[config.mk]
export PLATFORM = sky130hd
export DESIGN_NAME = scaled_seq_mult_flat
export DESIGN_NICKNAME = d
export VERILOG_FILES = /design/src/rtl/scaled_seq_mult_pkg.sv /design/src/rtl/scaled_seq_mult_if.sv /design/src/rtl/seq_mag_mult_13.sv /design/src/rtl/scaled_seq_mult.sv /design/src/flat_wrapper.sv
export SDC_FILE = /design/constraint.sdc
export NUM_CORES = 1
export LEC_CHECK = 0
export CORE_MARGIN = 2
export CORE_UTILIZATION = 40
export CTS_CLUSTER_SIZE = 16
export DETAILED_ROUTE_END_ITERATION = 10
export GPL_ROUTABILITY_DRIVEN = 0
export PLACE_DENSITY = 0.61
export SETUP_SLACK_MARGIN = 0.4
export SYNTH_ARGS = -nofsm -noshare
export SYNTH_HDL_FRONTEND = slang
export SYNTH_HIERARCHICAL = 1
export SYNTH_SLANG_ARGS = --single-unit
[constraint.sdc]
create_clock -name clk -period 3.1 [get_ports clk]
set_clock_uncertainty 0.15 [all_clocks]
set_input_delay 0.775 -clock clk [delete_from_list [all_inputs] [get_ports clk]]
set_output_delay 0.775 -clock clk [all_outputs]
set_load 0.005 [all_outputs]
[src/rtl/scaled_seq_mult_pkg.sv]
// Shared constants and types for the scaled-word arithmetic stages (multiplier, add/sub).
// A scaled word is {S, M}: M is a two's-complement mantissa and the value is M * 2^-S.
package scaled_seq_mult_pkg;

  localparam int SCALE_W = 3;
  localparam int MANT_W  = 13;
  localparam int WORD_W  = SCALE_W + MANT_W;
  localparam int PROD_W  = 2 * MANT_W - 1;
  localparam int CNT_W   = 4;

  localparam logic [SCALE_W:0]   SMAX     = (SCALE_W + 1)'((1 << SCALE_W) - 1);
  localparam logic [MANT_W-1:0]  MANT_MAX = {1'b0, {(MANT_W - 1){1'b1}}};
  localparam logic [MANT_W-1:0]  MANT_MIN = {1'b1, {(MANT_W - 1){1'b0}}};

  typedef enum logic [1:0] {
    ST_IDLE = 2'd0,
    ST_MULT = 2'd1,
    ST_NORM = 2'd2
  } state_t;

  // The most negative mantissa maps to 2^(MANT_W-1), which is still representable unsigned.
  function automatic logic [MANT_W-1:0] mant_mag(input logic [MANT_W-1:0] m);
    return m[MANT_W-1] ? -m : m;
  endfunction

endpackage

[src/rtl/scaled_seq_mult_if.sv]
// Request/result bundle for the scaled multiplier: start plus operands in, status plus result out.
interface scaled_seq_mult_if import scaled_seq_mult_pkg::*; ();

  logic              start;
  logic [WORD_W-1:0] in1;
  logic [WORD_W-1:0] in2;
  logic              busy;
  logic              done;
  logic [WORD_W-1:0] out;
  logic              invalid;

  modport master (
    output start, in1, in2,
    input  busy, done, out, invalid
  );

  modport slave (
    input  start, in1, in2,
    output busy, done, out, invalid
  );

endinterface

[src/rtl/seq_mag_mult_13.sv]
// Unsigned 13x13 shift-add multiplier: one multiplier bit per step, LSB first.
// o_last flags the step that completes the product.
module seq_mag_mult_13 import scaled_seq_mult_pkg::*; (
  input  logic              clk,
  input  logic              rst_n,
  input  logic              i_load,
  input  logic              i_step,
  input  logic [MANT_W-1:0] i_mcand,
  input  logic [MANT_W-1:0] i_mplier,
  output logic [PROD_W-1:0] o_prod,
  output logic              o_last
);

  localparam logic [CNT_W-1:0] LAST_CNT = CNT_W'(MANT_W - 1);

  logic [PROD_W-1:0] r_mcand;
  logic [PROD_W-1:0] r_prod;
  logic [MANT_W-1:0] r_mplier;
  logic [CNT_W-1:0]  r_cnt;

  always_ff @(posedge clk or negedge rst_n) begin
    if (!rst_n) begin
      r_mcand  <= '0;
      r_prod   <= '0;
      r_mplier <= '0;
      r_cnt    <= '0;
    end else if (i_load) begin
      r_mcand  <= PROD_W'(i_mcand);
      r_mplier <= i_mplier;
      r_prod   <= '0;
      r_cnt    <= '0;
    end else if (i_step) begin
      if (r_mplier[0]) begin
        r_prod <= r_prod + r_mcand;
      end
      r_mcand  <= r_mcand << 1;
      r_mplier <= r_mplier >> 1;
      r_cnt    <= r_cnt + CNT_W'(1);
    end
  end

  assign o_prod = r_prod;
  assign o_last = i_step && (r_cnt == LAST_CNT);

endmodule

[src/rtl/scaled_seq_mult.sv]
// Signed scaled-word multiplier: magnitude shift-add core, then renormalise one bit per cycle
// until the scale is in range and the mantissa fits, saturating at scale 0.
module scaled_seq_mult import scaled_seq_mult_pkg::*; (
  input  logic               clk,
  input  logic               rst_n,
  scaled_seq_mult_if.slave   bus
);

  localparam logic [PROD_W-1:0] P_MAX     = PROD_W'(MANT_MAX);
  localparam logic [PROD_W-1:0] P_NEG_MAX = P_MAX + PROD_W'(1);

  state_t            r_state;
  logic              r_neg;
  logic [SCALE_W:0]  r_scale;
  logic [CNT_W-1:0]  r_shift;
  logic              r_busy;
  logic              r_done;
  logic              r_invalid;
  logic [WORD_W-1:0] r_out;

  logic              w_load;
  logic              w_step;
  logic              w_last;
  logic              w_fit;
  logic              w_shift;
  logic [MANT_W-1:0] w_mag_a;
  logic [MANT_W-1:0] w_mag_b;
  logic [PROD_W-1:0] w_prod;
  logic [PROD_W-1:0] w_p;
  logic [MANT_W-1:0] w_mr;

  assign w_load  = (r_state == ST_IDLE) && bus.start;
  assign w_step  = (r_state == ST_MULT);
  assign w_mag_a = mant_mag(bus.in1[MANT_W-1:0]);
  assign w_mag_b = mant_mag(bus.in2[MANT_W-1:0]);

  seq_mag_mult_13 u_core (
    .clk      (clk),
    .rst_n    (rst_n),
    .i_load   (w_load),
    .i_step   (w_step),
    .i_mcand  (w_mag_a),
    .i_mplier (w_mag_b),
    .o_prod   (w_prod),
    .o_last   (w_last)
  );

  // Repeated truncating halving of a non-negative product equals one shift by the count.
  assign w_p     = w_prod >> r_shift;
  assign w_fit   = (w_p <= P_MAX) || (r_neg && (w_p == P_NEG_MAX));
  assign w_shift = (r_scale > SMAX) || (!w_fit && (r_scale != '0));
  assign w_mr    = r_neg ? -w_p[MANT_W-1:0] : w_p[MANT_W-1:0];

  always_ff @(posedge clk or negedge rst_n) begin
    if (!rst_n) begin
      r_state   <= ST_IDLE;
      r_neg     <= 1'b0;
      r_scale   <= '0;
      r_shift   <= '0;
      r_busy    <= 1'b0;
      r_done    <= 1'b0;
      r_invalid <= 1'b0;
      r_out     <= '0;
    end else begin
      r_done <= 1'b0;
      case (r_state)
        ST_IDLE: begin
          if (bus.start) begin
            r_neg   <= bus.in1[MANT_W-1] ^ bus.in2[MANT_W-1];
            r_scale <= {1'b0, bus.in1[WORD_W-1:MANT_W]} + {1'b0, bus.in2[WORD_W-1:MANT_W]};
            r_shift <= '0;
            r_busy  <= 1'b1;
            r_state <= ST_MULT;
          end
        end
        ST_MULT: begin
          if (w_last) begin
            r_state <= ST_NORM;
          end
        end
        ST_NORM: begin
          if (w_shift) begin
            r_scale <= r_scale - (SCALE_W + 1)'(1);
            r_shift <= r_shift + CNT_W'(1);
          end else begin
            r_done  <= 1'b1;
            r_busy  <= 1'b0;
            r_state <= ST_IDLE;
            if (w_fit) begin
              r_out     <= {r_scale[SCALE_W-1:0], w_mr};
              r_invalid <= 1'b0;
            end else begin
              r_out     <= {SCALE_W'(0), r_neg ? MANT_MIN : MANT_MAX};
              r_invalid <= 1'b1;
            end
          end
        end
        default: r_state <= ST_IDLE;
      endcase
    end
  end

  assign bus.busy    = r_busy;
  assign bus.done    = r_done;
  assign bus.out     = r_out;
  assign bus.invalid = r_invalid;

endmodule
[src/flat_wrapper.sv]
// flat-port wrapper written by rule: the top's interface ports become plain ports
module scaled_seq_mult_flat import scaled_seq_mult_pkg::*;
  (clk, rst_n, bus_start, bus_in1, bus_in2, bus_busy, bus_done, bus_out, bus_invalid);
  scaled_seq_mult_if bus_i ();
  input  logic clk;
  input  logic rst_n;
  input wire logic [$bits(bus_i.start)-1:0] bus_start;
  input wire logic [$bits(bus_i.in1)-1:0] bus_in1;
  input wire logic [$bits(bus_i.in2)-1:0] bus_in2;
  output wire logic [$bits(bus_i.busy)-1:0] bus_busy;
  output wire logic [$bits(bus_i.done)-1:0] bus_done;
  output wire logic [$bits(bus_i.out)-1:0] bus_out;
  output wire logic [$bits(bus_i.invalid)-1:0] bus_invalid;
  assign bus_i.start = bus_start;
  assign bus_i.in1 = bus_in1;
  assign bus_i.in2 = bus_in2;
  assign bus_busy = bus_i.busy;
  assign bus_done = bus_i.done;
  assign bus_out = bus_i.out;
  assign bus_invalid = bus_i.invalid;
  scaled_seq_mult u_core (.clk(clk), .rst_n(rst_n), .bus(bus_i));
endmodule
==> run_results.csv <==
group,metric,value,unit
clocking,cts_buffers,9,
yosys,syn_nets,949,
critical_path,crit_fanout,9,
yosys,synth_cell_types,88,
yosys,synth-edff-count,0,
pwr,p_int,4.97,mW
placement,place_inst,1261,
layout,finish.utilization,0.528,
grt,grt_pass1_wl,35.7,mm
sta,hold_viol,0,
grt,antenna_found_initial,0,
route,vias_per_cell,5.54,
placement,dp_hpwl,15.9,mm
layout,seq_area,2430,sq um
grt,grt_pass1_vias,7142,
clocking,cts_tree,"yes",
yosys,ys_ff_latch,97,
sta,max_slew_margin,0.622,
die,coreArea,19400,sq um
pwr,finalPower,8.79,mW
grt,grt_usage,0.216,
sta,fin_setup_tns,-4430,ps
clocking,clk_latency,350,ps
pwr,clock_power_share,0.131,
clocking,htree_levels,3,
yosys,synthFlopType,"dfrtp_1",
route,detail-route-antenna-nets,0,
route,vias,7175,
sta,finalCriticalPeriod,3350,ps
yosys,avgSynthCellArea,8.97,sq um
route,drc_errors,0,
clocking,cts_sinks,97,
grt,grt_max_degree,46,
sta,timing.hold.ws,248,ps
pwr,p_sw,3.82,mW
route,drt_iter0_drc,499,
die,io_pins,54,
pwr,p_seq_frac,0.242,
sta,rsz0062_at_grt,"yes",
layout,nNetsFinal,1097,
sta,drv_slew,0,
yosys,synth_area_leader_cell,"dfrtp_1",
status,violations,"negative setup slack",
clocking,clock_path_buffers,2,
layout,antenna_cells,0,
pwr,p_leak,4.48,nW
layout,final_common_cell,"buf_4",
yosys,synthArstFlopShare,1.00,
pwr,powerDensity,859,nW/um^2
clocking,ctsRootBufferMaster,"clkbuf_16",
die,die_x,144,microns
yosys,ys_warn_count,6,
pwr,peakVddDrop,0.402,mV
sta,fin_crit_sh,1.08,
critical_path,end_kind,"flop",
clocking,clk_pin_slew,70,ps
layout,final_layout_size_suffix_gt1_frac,0.252,
die,start_util,0.405,
route,routed_wirelength,21.6,mm
critical_path,reg2reg_slack,-250,ps
sta,setup_viol_count_final,27,
pwr,swShare,0.434,
layout,stdcell_count,1295,
layout,layout_common_cells,"buf_4 (118), nand2_1 (97), dfrtp_1 (92), o21ai_0 (58), mux2i_1 (57)",
layout,multi_input_comb_area,5450,sq um
grt,gr-total-overflow,0,
die,row_count,51,
route,post_drt_wl_per_cell,16.7,microns
yosys,syn-cell-area,7870,sq um
critical_path,reg2regPathDepth,12,
pwr,p_comb_frac,0.627,
sta,setup_ws,-253,ps
route,first_pass_iters,5,
layout,nFillCells,1811,
yosys,syn_inst,877,
critical_path,arrival,3450,ps
placement,io_buffers,53,
status,status,"finished, violations left",
critical_path,worstPathRequired,3200,ps
critical_path,path_class,"flop to flop",
critical_path,worst_setup_path_start_kind,"flop",
critical_path,reg2reg_to,"u_core/bus.out[10]$_DFFE_PN0P_",
flow_run,cap_violations,0,
worst_hold_path,hold_class,"input pin to async pin",
die,die_area,20800,sq um
critical_path,r2r_start,"u_core/r_shift[1]$_DFFE_PN0P_",
die,die_h,144,microns
yosys,synth_top_area_frac,0.309,
layout,areaGrowthSynthToFinish,30.1,%
sta,fmax,0.298,GHz
sta,worstMarginPinSlew,565,ps
yosys,synth_area_leaders,"dfrtp_1 (31%), mux2i_1 (8.1%), ha_1 (5.6%)",
yosys,seq_area_frac_synth,0.309,
[per-layer routing]
metal,GRT usage,vias up,part of all wire
met3,0.0242,27,0.030
met1,0.291,3465,0.47
li1,-,3546,-
met4,0.0720,0,0.020
met2,0.364,137,0.48
met5,0,-,0
[cells in the mapped netlist, types with 16 or more instances]
master / count
mux2i_1: 64
nor3_1: 18
nand3_1: 20
mux2_2: 16
ha_1: 35
nor2_1: 54
a21oi_1: 46
o21ai_0: 66
nand2b_1: 16
xnor2_1: 27
inv_1: 32
dfrtp_1: 97
clkbuf_1: 25
nand2_1: 104
[worst max-delay path, cell delays in order (launching register included)]
cell	delay [ps]
dfrtp_2	420
buf_12	150
mux4_2	550
mux2i_1	200
a32oi_1	150
a2111oi_2	340
buf_4	170
nand2_2	80
nor4_2	230
buf_4	170
o31ai_4	90
buf_6	190
o41ai_2	350
[registers in the layout, summed over array words and instances, names as in the netlist]
register                count
u_core/bus.busy             1
u_core/bus.done             1
u_core/r_scale              4
u_core/u_core/r_mplier     13
u_core/r_neg                1
u_core/u_core/r_mcand      25
u_core/r_shift              4
u_core/bus.invalid          1
u_core/r_state              2
u_core/u_core/o_prod       25
u_core/bus.out             16
u_core/u_core/r_cnt         4
[through the flow]
| step | cell area, sq um | setup slack, ps |
|---|---|---|
| CTS | 9960 | -263 |
| finish | 10200 | -253 |
| global placement | 9380 | -273 |
| global route | 10200 | -391 |
| detailed placement | 9380 | -355 |
| floorplan | 7910 | -172 |
[power by group through the flow]
stage	Clock, mW	Combinational, mW	Sequential, mW
after floorplan	0	3.28	2.02
after global placement	0	4.91	2.12
after detailed placement	0	4.97	2.13
after CTS	1.18	5.23	2.12
after global routing	1.22	6.07	2.19
final	1.15	5.52	2.13
[cells by family after synthesis]
family                     count (synthesis)  share of synthesized area
buffers and inverters                     82                     0.0472
and+or+nand+nor                          289                      0.180
AOI/OAI and AO/OA                        241                      0.213
muxes                                     97                      0.153
xor gates and xnor gates                  34                     0.0379
adders and majority gates                 37                     0.0608
DFF                                       97                      0.309
[cell type report]
class	instances	area share
sequential	97	0.238
timing repair buffer	185	0.157
multi-input combinational	699	0.532
inverter	33	0.0123
clock buffer	14	0.0248
clock inverter	2	0.00367
tap	265	0.0324
[worst max-delay path by stage]
stage,slack (ps),from,end,cells past startpoint
after floorplan,-170,u_core/r_shift[1]$_DFFE_PN0P_,u_core/bus.out[12]$_DFFE_PN0P_,16
after global placement,-270,u_core/r_shift[1]$_DFFE_PN0P_,u_core/bus.out[11]$_DFFE_PN0P_,11
after detailed placement,-360,u_core/r_shift[1]$_DFFE_PN0P_,u_core/bus.out[11]$_DFFE_PN0P_,11
after CTS,-260,u_core/r_shift[1]$_DFFE_PN0P_,u_core/bus.out[10]$_DFFE_PN0P_,13
after global routing,-390,u_core/r_shift[1]$_DFFE_PN0P_,u_core/bus.out[1]$_DFFE_PN0P_,16
final,-250,u_core/r_shift[1]$_DFFE_PN0P_,u_core/bus.out[10]$_DFFE_PN0P_,12
[what timing repair did]
action                                  in CTS  in global routing
pin swaps                                    8                 12
endpoints found under the setup margin      35                 38
buffers inserted                            13                  3
resized for setup                           50                 55
gates cloned                                 2                  0
hold buffers                                 0                  0
Note: power is estimated with default switching activity, not from simulation.
